[config.mk]
export PLATFORM = sky130hd
export DESIGN_NAME = regfile_wb_arbiter
export DESIGN_NICKNAME = d
export VERILOG_FILES = /design/src/rtl/regfile_pkg.sv /design/src/rtl/wb_scoreboard.sv /design/src/rtl/regfile_wb_arbiter.sv
export SDC_FILE = /design/constraint.sdc
export NUM_CORES = 1
export LEC_CHECK = 0
export CAP_MARGIN = 0
export CORE_ASPECT_RATIO = 1.1
export CORE_MARGIN = 2
export CORE_UTILIZATION = 25
export DETAILED_ROUTE_END_ITERATION = 8
export GPL_ROUTABILITY_DRIVEN = 0
export MAX_ROUTING_LAYER = met4
export PLACE_DENSITY = 0.63
export SLEW_MARGIN = 20
export SYNTH_ARGS = -nofsm -noshare
export SYNTH_HDL_FRONTEND = slang
export SYNTH_SLANG_ARGS = --single-unit
[constraint.sdc]
create_clock -name clk -period 2.5 [get_ports clk]
set_input_delay 0.625 -clock clk [delete_from_list [all_inputs] [get_ports clk]]
set_output_delay 0.625 -clock clk [all_outputs]
set_load 0.02 [all_outputs]
[src/rtl/regfile_pkg.sv]
// rtl/regfile_pkg.sv - shared types and sizes for the register-file write-back path
package regfile_pkg;

    localparam int ADDR_W   = 5;
    localparam int DATA_W   = 32;
    localparam int NUM_REGS = 2 ** ADDR_W;

    typedef enum logic {
        PRIO_MEM = 1'b0,
        PRIO_ALU = 1'b1
    } arb_state_t;

    typedef struct packed {
        logic [ADDR_W-1:0] addr;
        logic [DATA_W-1:0] data;
    } wb_req_t;

endpackage

[src/rtl/wb_scoreboard.sv]
// rtl/wb_scoreboard.sv - pending-write mask; a same-cycle set beats a clear
module wb_scoreboard #(
    parameter int ADDR_W = 5
) (
    input  logic                 clk,
    input  logic                 rst_n,
    input  logic                 i_set_en,
    input  logic [ADDR_W-1:0]    i_set_idx,
    input  logic                 i_clr_en,
    input  logic [ADDR_W-1:0]    i_clr_idx,
    output logic [2**ADDR_W-1:0] o_pending
);

    localparam int N = 2 ** ADDR_W;

    logic [N-1:0] r_pending;
    logic [N-1:0] w_set_mask;
    logic [N-1:0] w_clr_mask;
    logic [N-1:0] w_pending_nxt;

    always_comb begin
        w_set_mask = '0;
        w_clr_mask = '0;
        // Register 0 is hardwired zero and never becomes pending.
        if (i_set_en && (i_set_idx != '0)) begin
            w_set_mask[i_set_idx] = 1'b1;
        end
        if (i_clr_en) begin
            w_clr_mask[i_clr_idx] = 1'b1;
        end
        w_pending_nxt = (r_pending & ~w_clr_mask) | w_set_mask;
    end

    always_ff @(posedge clk) begin
        if (!rst_n) begin
            r_pending <= '0;
        end else begin
            r_pending <= w_pending_nxt;
        end
    end

    assign o_pending = r_pending;

endmodule

[src/rtl/regfile_wb_arbiter.sv]
// rtl/regfile_wb_arbiter.sv - shares the register-file write port between ALU and load paths
module regfile_wb_arbiter #(
    parameter int DATA_W     = 32,
    parameter int ADDR_W     = 5,
    parameter int STARVE_MAX = 3
) (
    input  logic                 clk,
    input  logic                 rst_n,
    input  logic                 alu_valid,
    output logic                 alu_ready,
    input  logic [ADDR_W-1:0]    alu_reg,
    input  logic [DATA_W-1:0]    alu_data,
    input  logic                 mem_valid,
    output logic                 mem_ready,
    input  logic [ADDR_W-1:0]    mem_reg,
    input  logic [DATA_W-1:0]    mem_data,
    input  logic                 issue_valid,
    input  logic [ADDR_W-1:0]    issue_reg,
    output logic                 RegWrite,
    output logic [ADDR_W-1:0]    WriteReg,
    output logic [DATA_W-1:0]    WriteData,
    output logic [2**ADDR_W-1:0] pending
);

    import regfile_pkg::*;

    localparam logic [3:0] STARVE_LIM = 4'(STARVE_MAX);

    arb_state_t        r_state;
    arb_state_t        w_state_nxt;
    logic [3:0]        r_starve_cnt;
    logic [3:0]        w_starve_nxt;
    logic [3:0]        w_starve_inc;
    logic              w_alu_grant;
    logic              w_mem_grant;
    logic              w_accept;
    logic [ADDR_W-1:0] w_sel_reg;
    logic [DATA_W-1:0] w_sel_data;
    logic              r_we;
    logic [ADDR_W-1:0] r_wreg;
    logic [DATA_W-1:0] r_wdata;

    assign w_starve_inc = r_starve_cnt + 4'd1;

    always_comb begin
        w_state_nxt  = r_state;
        w_starve_nxt = r_starve_cnt;
        w_alu_grant  = 1'b0;
        w_mem_grant  = 1'b0;
        if (rst_n) begin
            case (r_state)
                PRIO_MEM: begin
                    w_mem_grant = mem_valid;
                    w_alu_grant = alu_valid & ~mem_valid;
                    if (w_alu_grant) begin
                        w_starve_nxt = 4'd0;
                    end else if (alu_valid) begin
                        w_starve_nxt = w_starve_inc;
                        if (w_starve_inc == STARVE_LIM) begin
                            w_state_nxt = PRIO_ALU;
                        end
                    end
                end
                PRIO_ALU: begin
                    // One forced ALU slot at most; an absent ALU request also ends it.
                    w_alu_grant  = alu_valid;
                    w_mem_grant  = mem_valid & ~alu_valid;
                    w_state_nxt  = PRIO_MEM;
                    w_starve_nxt = 4'd0;
                end
                default: begin
                    w_state_nxt  = PRIO_MEM;
                    w_starve_nxt = 4'd0;
                end
            endcase
        end
    end

    assign alu_ready  = w_alu_grant;
    assign mem_ready  = w_mem_grant;
    assign w_accept   = w_alu_grant | w_mem_grant;
    assign w_sel_reg  = w_alu_grant ? alu_reg  : mem_reg;
    assign w_sel_data = w_alu_grant ? alu_data : mem_data;

    always_ff @(posedge clk) begin
        if (!rst_n) begin
            r_state      <= PRIO_MEM;
            r_starve_cnt <= 4'd0;
            r_we         <= 1'b0;
            r_wreg       <= '0;
            r_wdata      <= '0;
        end else begin
            r_state      <= w_state_nxt;
            r_starve_cnt <= w_starve_nxt;
            r_we         <= w_accept && (w_sel_reg != '0);
            if (w_accept && (w_sel_reg != '0)) begin
                r_wreg  <= w_sel_reg;
                r_wdata <= w_sel_data;
            end
        end
    end

    assign RegWrite  = r_we;
    assign WriteReg  = r_wreg;
    assign WriteData = r_wdata;

    wb_scoreboard #(
        .ADDR_W (ADDR_W)
    ) u_scoreboard (
        .clk       (clk),
        .rst_n     (rst_n),
        .i_set_en  (issue_valid),
        .i_set_idx (issue_reg),
        .i_clr_en  (r_we),
        .i_clr_idx (r_wreg),
        .o_pending (pending)
    );

endmodule

* Word level (Yosys, flattened, before mapping)
Cells that the tools add are included.
** Word-level totals
- Bits in registers :: 75
- Input port bits :: 84
- Output and inout port bits :: 72
- Logic and storage cells :: 47
** Operators by class
- $add $sub $neg :: 1
- Order comparisons :: 4
- Eq/ne operators :: 2
- Muxes and demuxes :: 19
- Bitwise gates (word level) :: 9
- Reduce and logical (&&, ||, !) cells :: 6
** Operators by type and width (count)
- $mux 32 :: 3
- $and 32x32->32 :: 1
- $not 32->32 :: 1
- $or 32x32->32 :: 1
- $lt 5x6->1 const B :: 2
- $demux 1 s5 :: 2
- $ge 5x1->1 const B :: 2
- $reduce_bool 5->1 :: 2
- $mux 4 :: 2
- $pmux 4 s2 :: 1
- $mux 1 :: 7
- $pmux 1 s2 :: 3
- $mux 5 :: 1
- $add 4x1->4 const B :: 1
- $eq 4x2->1 const B :: 1
- $logic_and 1x1->1 :: 4
- $ne 3x3->1 const B :: 1
- $not 1->1 :: 3
- $and 1x1->1 :: 2
- $or 1x1->1 :: 1

* Longest topological paths before layout
Gate-level depths: netlist (run 1).
- Depth in word-level cells :: 8
- Mapped depth :: 8
- Gate-level depth less buffers :: 5

* By module
A second synthesis (run 1) with hierarchy kept.
** Unflattened totals
- Cell total of the unflattened synthesis :: 363
- Area total of the unflattened synthesis :: 3517.1 µm²
** Modules (own cells, without submodules)
- regfile_wb_arbiter :: times used 1, cells each 228, area an instance 2188.3 µm², sequential area each 860.8 µm²
- wb_scoreboard :: times used 1, cells each 135, area an instance 1328.8 µm², sequential area each 640.6 µm²

* Worst setup path before layout (run 1)
Ideal clock, no wire load.
- Kind :: input to output
- From :: input rst_n
- To :: output mem_ready
- Arrival :: 1.816 ns
- Data required time :: 1.875 ns
- Setup slack :: 0.059 ns
- Stages on the path :: 7
- Path buffers :: 3
- Path through :: buf_4 -> nand2_4 -> or2_1 -> buf_2 -> buf_2 -> inv_1 -> nor2_1
** Between the ends
- Word-level cells in the longest chain between the ends :: 1
** RTL lines
- start: declaration :: line regfile_wb_arbiter.sv:8 : input logic rst_n,
- $mux 1 :: line regfile_wb_arbiter.sv:50 : if (rst_n) begin
- end: declaration :: line regfile_wb_arbiter.sv:14 : output logic mem_ready,
Every way passes these cells.

* Worst setup path in the final report (run 1)
- From :: input mem_valid
- To :: output mem_ready
** Between the ends
- Word-level cells in the longest chain between the ends :: 3
** RTL lines
- start: declaration :: line regfile_wb_arbiter.sv:13 : input logic mem_valid,
- $and 1x1->1 :: line regfile_wb_arbiter.sv:67 : w_mem_grant = mem_valid & ~alu_valid;
- $pmux 1 s2 * :: line regfile_wb_arbiter.sv:51 : case (r_state)
- $mux 1 * :: line regfile_wb_arbiter.sv:50
Mark *: on every way between the ends. The rest lies on a longest branch, timed or not.

==> results of run 1 <==
## worst max-delay path, stage by stage
cell	delay, ns
dlygate4sd2_1	0.28
nor2b_2	0.17
or2_2	0.31
inv_1	0.08
nor2_1	0.04
dlygate4sd2_1	0.31
## cells in the mapped netlist (2+ instances only)
master,count,area (µm²)
nor4_1,3,18.8
a21boi_0,15,113
or3b_1,4,35.0
or4_1,2,15.0
or3_1,3,18.8
nand2_1,66,248
and3_1,2,12.5
buf_2,5,25.0
nor3_1,4,20.0
nand2b_1,3,18.8
nor2_1,12,45.0
nand3b_1,5,37.5
ha_1,2,25.0
nor3b_1,5,37.5
o21ai_1,6,30.0
nor2b_1,2,12.5
a21boi_1,16,120
a21oi_1,5,25.0
o22ai_1,4,25.0
a311oi_1,4,35.0
dfxtp_1,75,1500
xnor2_1,2,17.5
clkbuf_1,12,45.0
o21ai_0,27,135
and2_1,3,18.8
buf_6,4,45.0
mux2i_1,69,691
nand3_1,6,30.0
and3b_1,2,17.5
inv_1,6,22.5
## final cells by class
| cell class | instances | area, µm² | share of cell area [%] |
|---|---|---|---|
| clock buffers | 11 | 253 | 4.46 |
| clock inverters | 5 | 75.1 | 1.32 |
| inverters | 7 | 26.3 | 0.463 |
| multi-input cells | 280 | 1880 | 33.1 |
| flip-flops and latches | 75 | 1500 | 26.5 |
| well taps | 188 | 235 | 4.15 |
| repair buffers | 173 | 1700 | 30.0 |
## power breakdown
group	internal (W)	switching, W
Sequential	0.00127	0.0000437
Combinational	0.000351	0.000304
Clock	0.000923	0.000502
Total	0.00254	0.000849
## cells by family after synthesis
kind of cell / Yosys count / synth area share (%)
AOI/OAI and AO/OA: 80 / 14.5
adders and majority gates: 2 / 0.709
muxes: 69 / 19.6
buffers and inverters: 29 / 4.22
and+or+nand+nor: 127 / 17.9
DFF: 75 / 42.6
xor gates and xnor gates: 2 / 0.497
## sequential cells by signal, indices dropped and copies added (netlist names)
register / flops
RegWrite: 1
u_scoreboard.o_pending: 32
WriteData: 32
r_starve_cnt: 4
r_state: 1
WriteReg: 5
## stage by stage
step	cells	worst slack, ns	area [µm²]	utilization [%]	power [W]
4_1_cts	739	0.0569	5670	41.1	0.00343
5_1_grt	739	0.0154	5670	41.1	0.00353
6_report	739	0.0678	5670	41.1	0.00339
3_5_place_dp	723	-0.434	5350	38.8	0.00200
2_1_floorplan	384	0.0589	3530	-	0.00163
3_3_place_gp	723	-0.412	5350	38.8	0.00199
## metal layers
metal  global-route usage, %  share of wire, %
met5                       -                 0
met2                    24.7                47
met1                    17.3                42
met3                    3.34               7.5
met4                    7.96               3.3
## how the worst min path moves through the flow
stage                          from              end  slack (ns)  cells after the start
floorplan           r_starve_cnt[3]  r_starve_cnt[3]        0.47                      2
global placement      WriteData[15]    WriteData[15]        0.45                      2
detailed placement    WriteData[24]    WriteData[24]        0.45                      2
CTS                   WriteData[24]    WriteData[24]        0.46                      2
global route          WriteData[24]    WriteData[24]        0.49                      2
finish                 WriteData[5]     WriteData[5]        0.46                      2
==> summary.md, run 1 <==
| Metric | Value |
|---|---|
| Outcome | finished clean |
| Layout cells sized above 1 | 7.26% |
| Clock sink total | 75 |
| Total wire length | 10.7 mm |
| Root buffer cell | clkbuf_16 |
| FF+latch count, synth | 75 |
| CTS tree | built |
| Chip width | 117 µm |
| Post-DR vias/cell | 4.62 |
| R2R cell count | 6 |
| Minimum clock period | 2.43 ns |
| Worst-Margin Slew | 0.656 ns |
| WP data arrival | 1.81 ns |
| Max_slew headroom | 56.2% |
| Crit path to | mem_ready |
| Vias in the first global route | 3568 |
| Initial core utilization | 25.6% |
| Worst Clk Skew | 0.00523 ns |
| FF-to-FF setup slack | 0.74 ns |
| TritonCTS Buffers | 9 |
| Syn nets | 470 |
| Peak Freq | 411 MHz |
| Top FF cell, synth | dfxtp_1 |
| Post-CTS Hold Buffers | 0 |
| DRT antenna net count | 0 |
| First-pass GRT wire length | 17.5 mm |
| Register area share after synthesis | 42.6% |
| Async set-or-reset flop fraction in the synthesized netlist | 0% |
| PortBufs | 155 |
| Pre-antenna DRT Iters | 4 |
| RSZ-0062 raised after global routing | false |
| Largest net degree at the start of global routing | 49 |
| 1st-iter DRT viols | 191 |
| CP endpoint kind | output pin |
| P per Cell Area | 598 nW/µm² |
| Slew Viols, Final | 0 |
| # DRC | 0 |
| Core Rows | 45 |
| Synth unique cells | 40 |
| Number of synthesis warnings | 0 |
| Setup Fix Bufs, Post-CTS | 0 |
| Hold Vio Cnt, Final | 0 |
| Antenna cells | 0 |
| Clk_lat worst skew | 0.34 ns |
| CTS resizes | 4 |
| Syn Area/Cell | 9.19 µm² |
| Worst-case clock buffer depth | 2 |
| Hpwl dp | 8.21 mm |
| Crit Path Category | in -> out |
| Nets | 632 |
| Synthesized cell area | 3530 µm² |
| Setup TNS | 0 ns |
| Die area | 15100 µm² |
| Global route overflow | 0 |
| Number of antenna violations at the first check in global routing | 0 |
| Hold WC Path Type | reg -> reg |
| Post-synth EDFFs | 0 |
| Origin of the critical flop-to-flop path | r_state |
| Max-cap violation count | 0 |
| Fin crit share | 97.3% |
| # fillers | 1348 |
| Core area | 13800 µm² |
| Worst EP required | 1.88 ns |
| Min Hold Slack | 0.457 ns |
| Worst R2R End | WriteData[12] |
| Most frequent cells in the layout | clkdlybuf4s50_1 (150), dfxtp_1 (75), mux2i_1 (69) |
| Htree depth | 3 |
| Cells after Synth | 384 |
| Average wire per standard cell | 14.5 µm |
| Crit Path Max Fanout | 5 |
| Peak VDD IR | 0.309 mV |
| Worst Setup Start Kind | primary input |
| Die height | 129 µm |
| I/O pin cnt | 156 |
| Most common cell after layout, fill and taps aside | clkdlybuf4s50_1 |
| Worst-path clk slew | 0.06 ns |
| Leak pwr | 2.39 nW |
| Final setup violation count | 0 |
| Vias post-DR | 3412 |
| CP startpoint | mem_valid |
| GRT Total Usage | 15.2% |
| Area Growth Syn to Fin | 60.8% |
Note: power is estimated with default switching activity, not from simulation.
==> run 2: changes to the inputs <==
Settings changed: CAP_MARGIN 0 to unset, HOLD_SLACK_MARGIN set to 0.06.
==> results of run 2 <==
The final DEF is identical to that of run 1; final timing and power are the same.
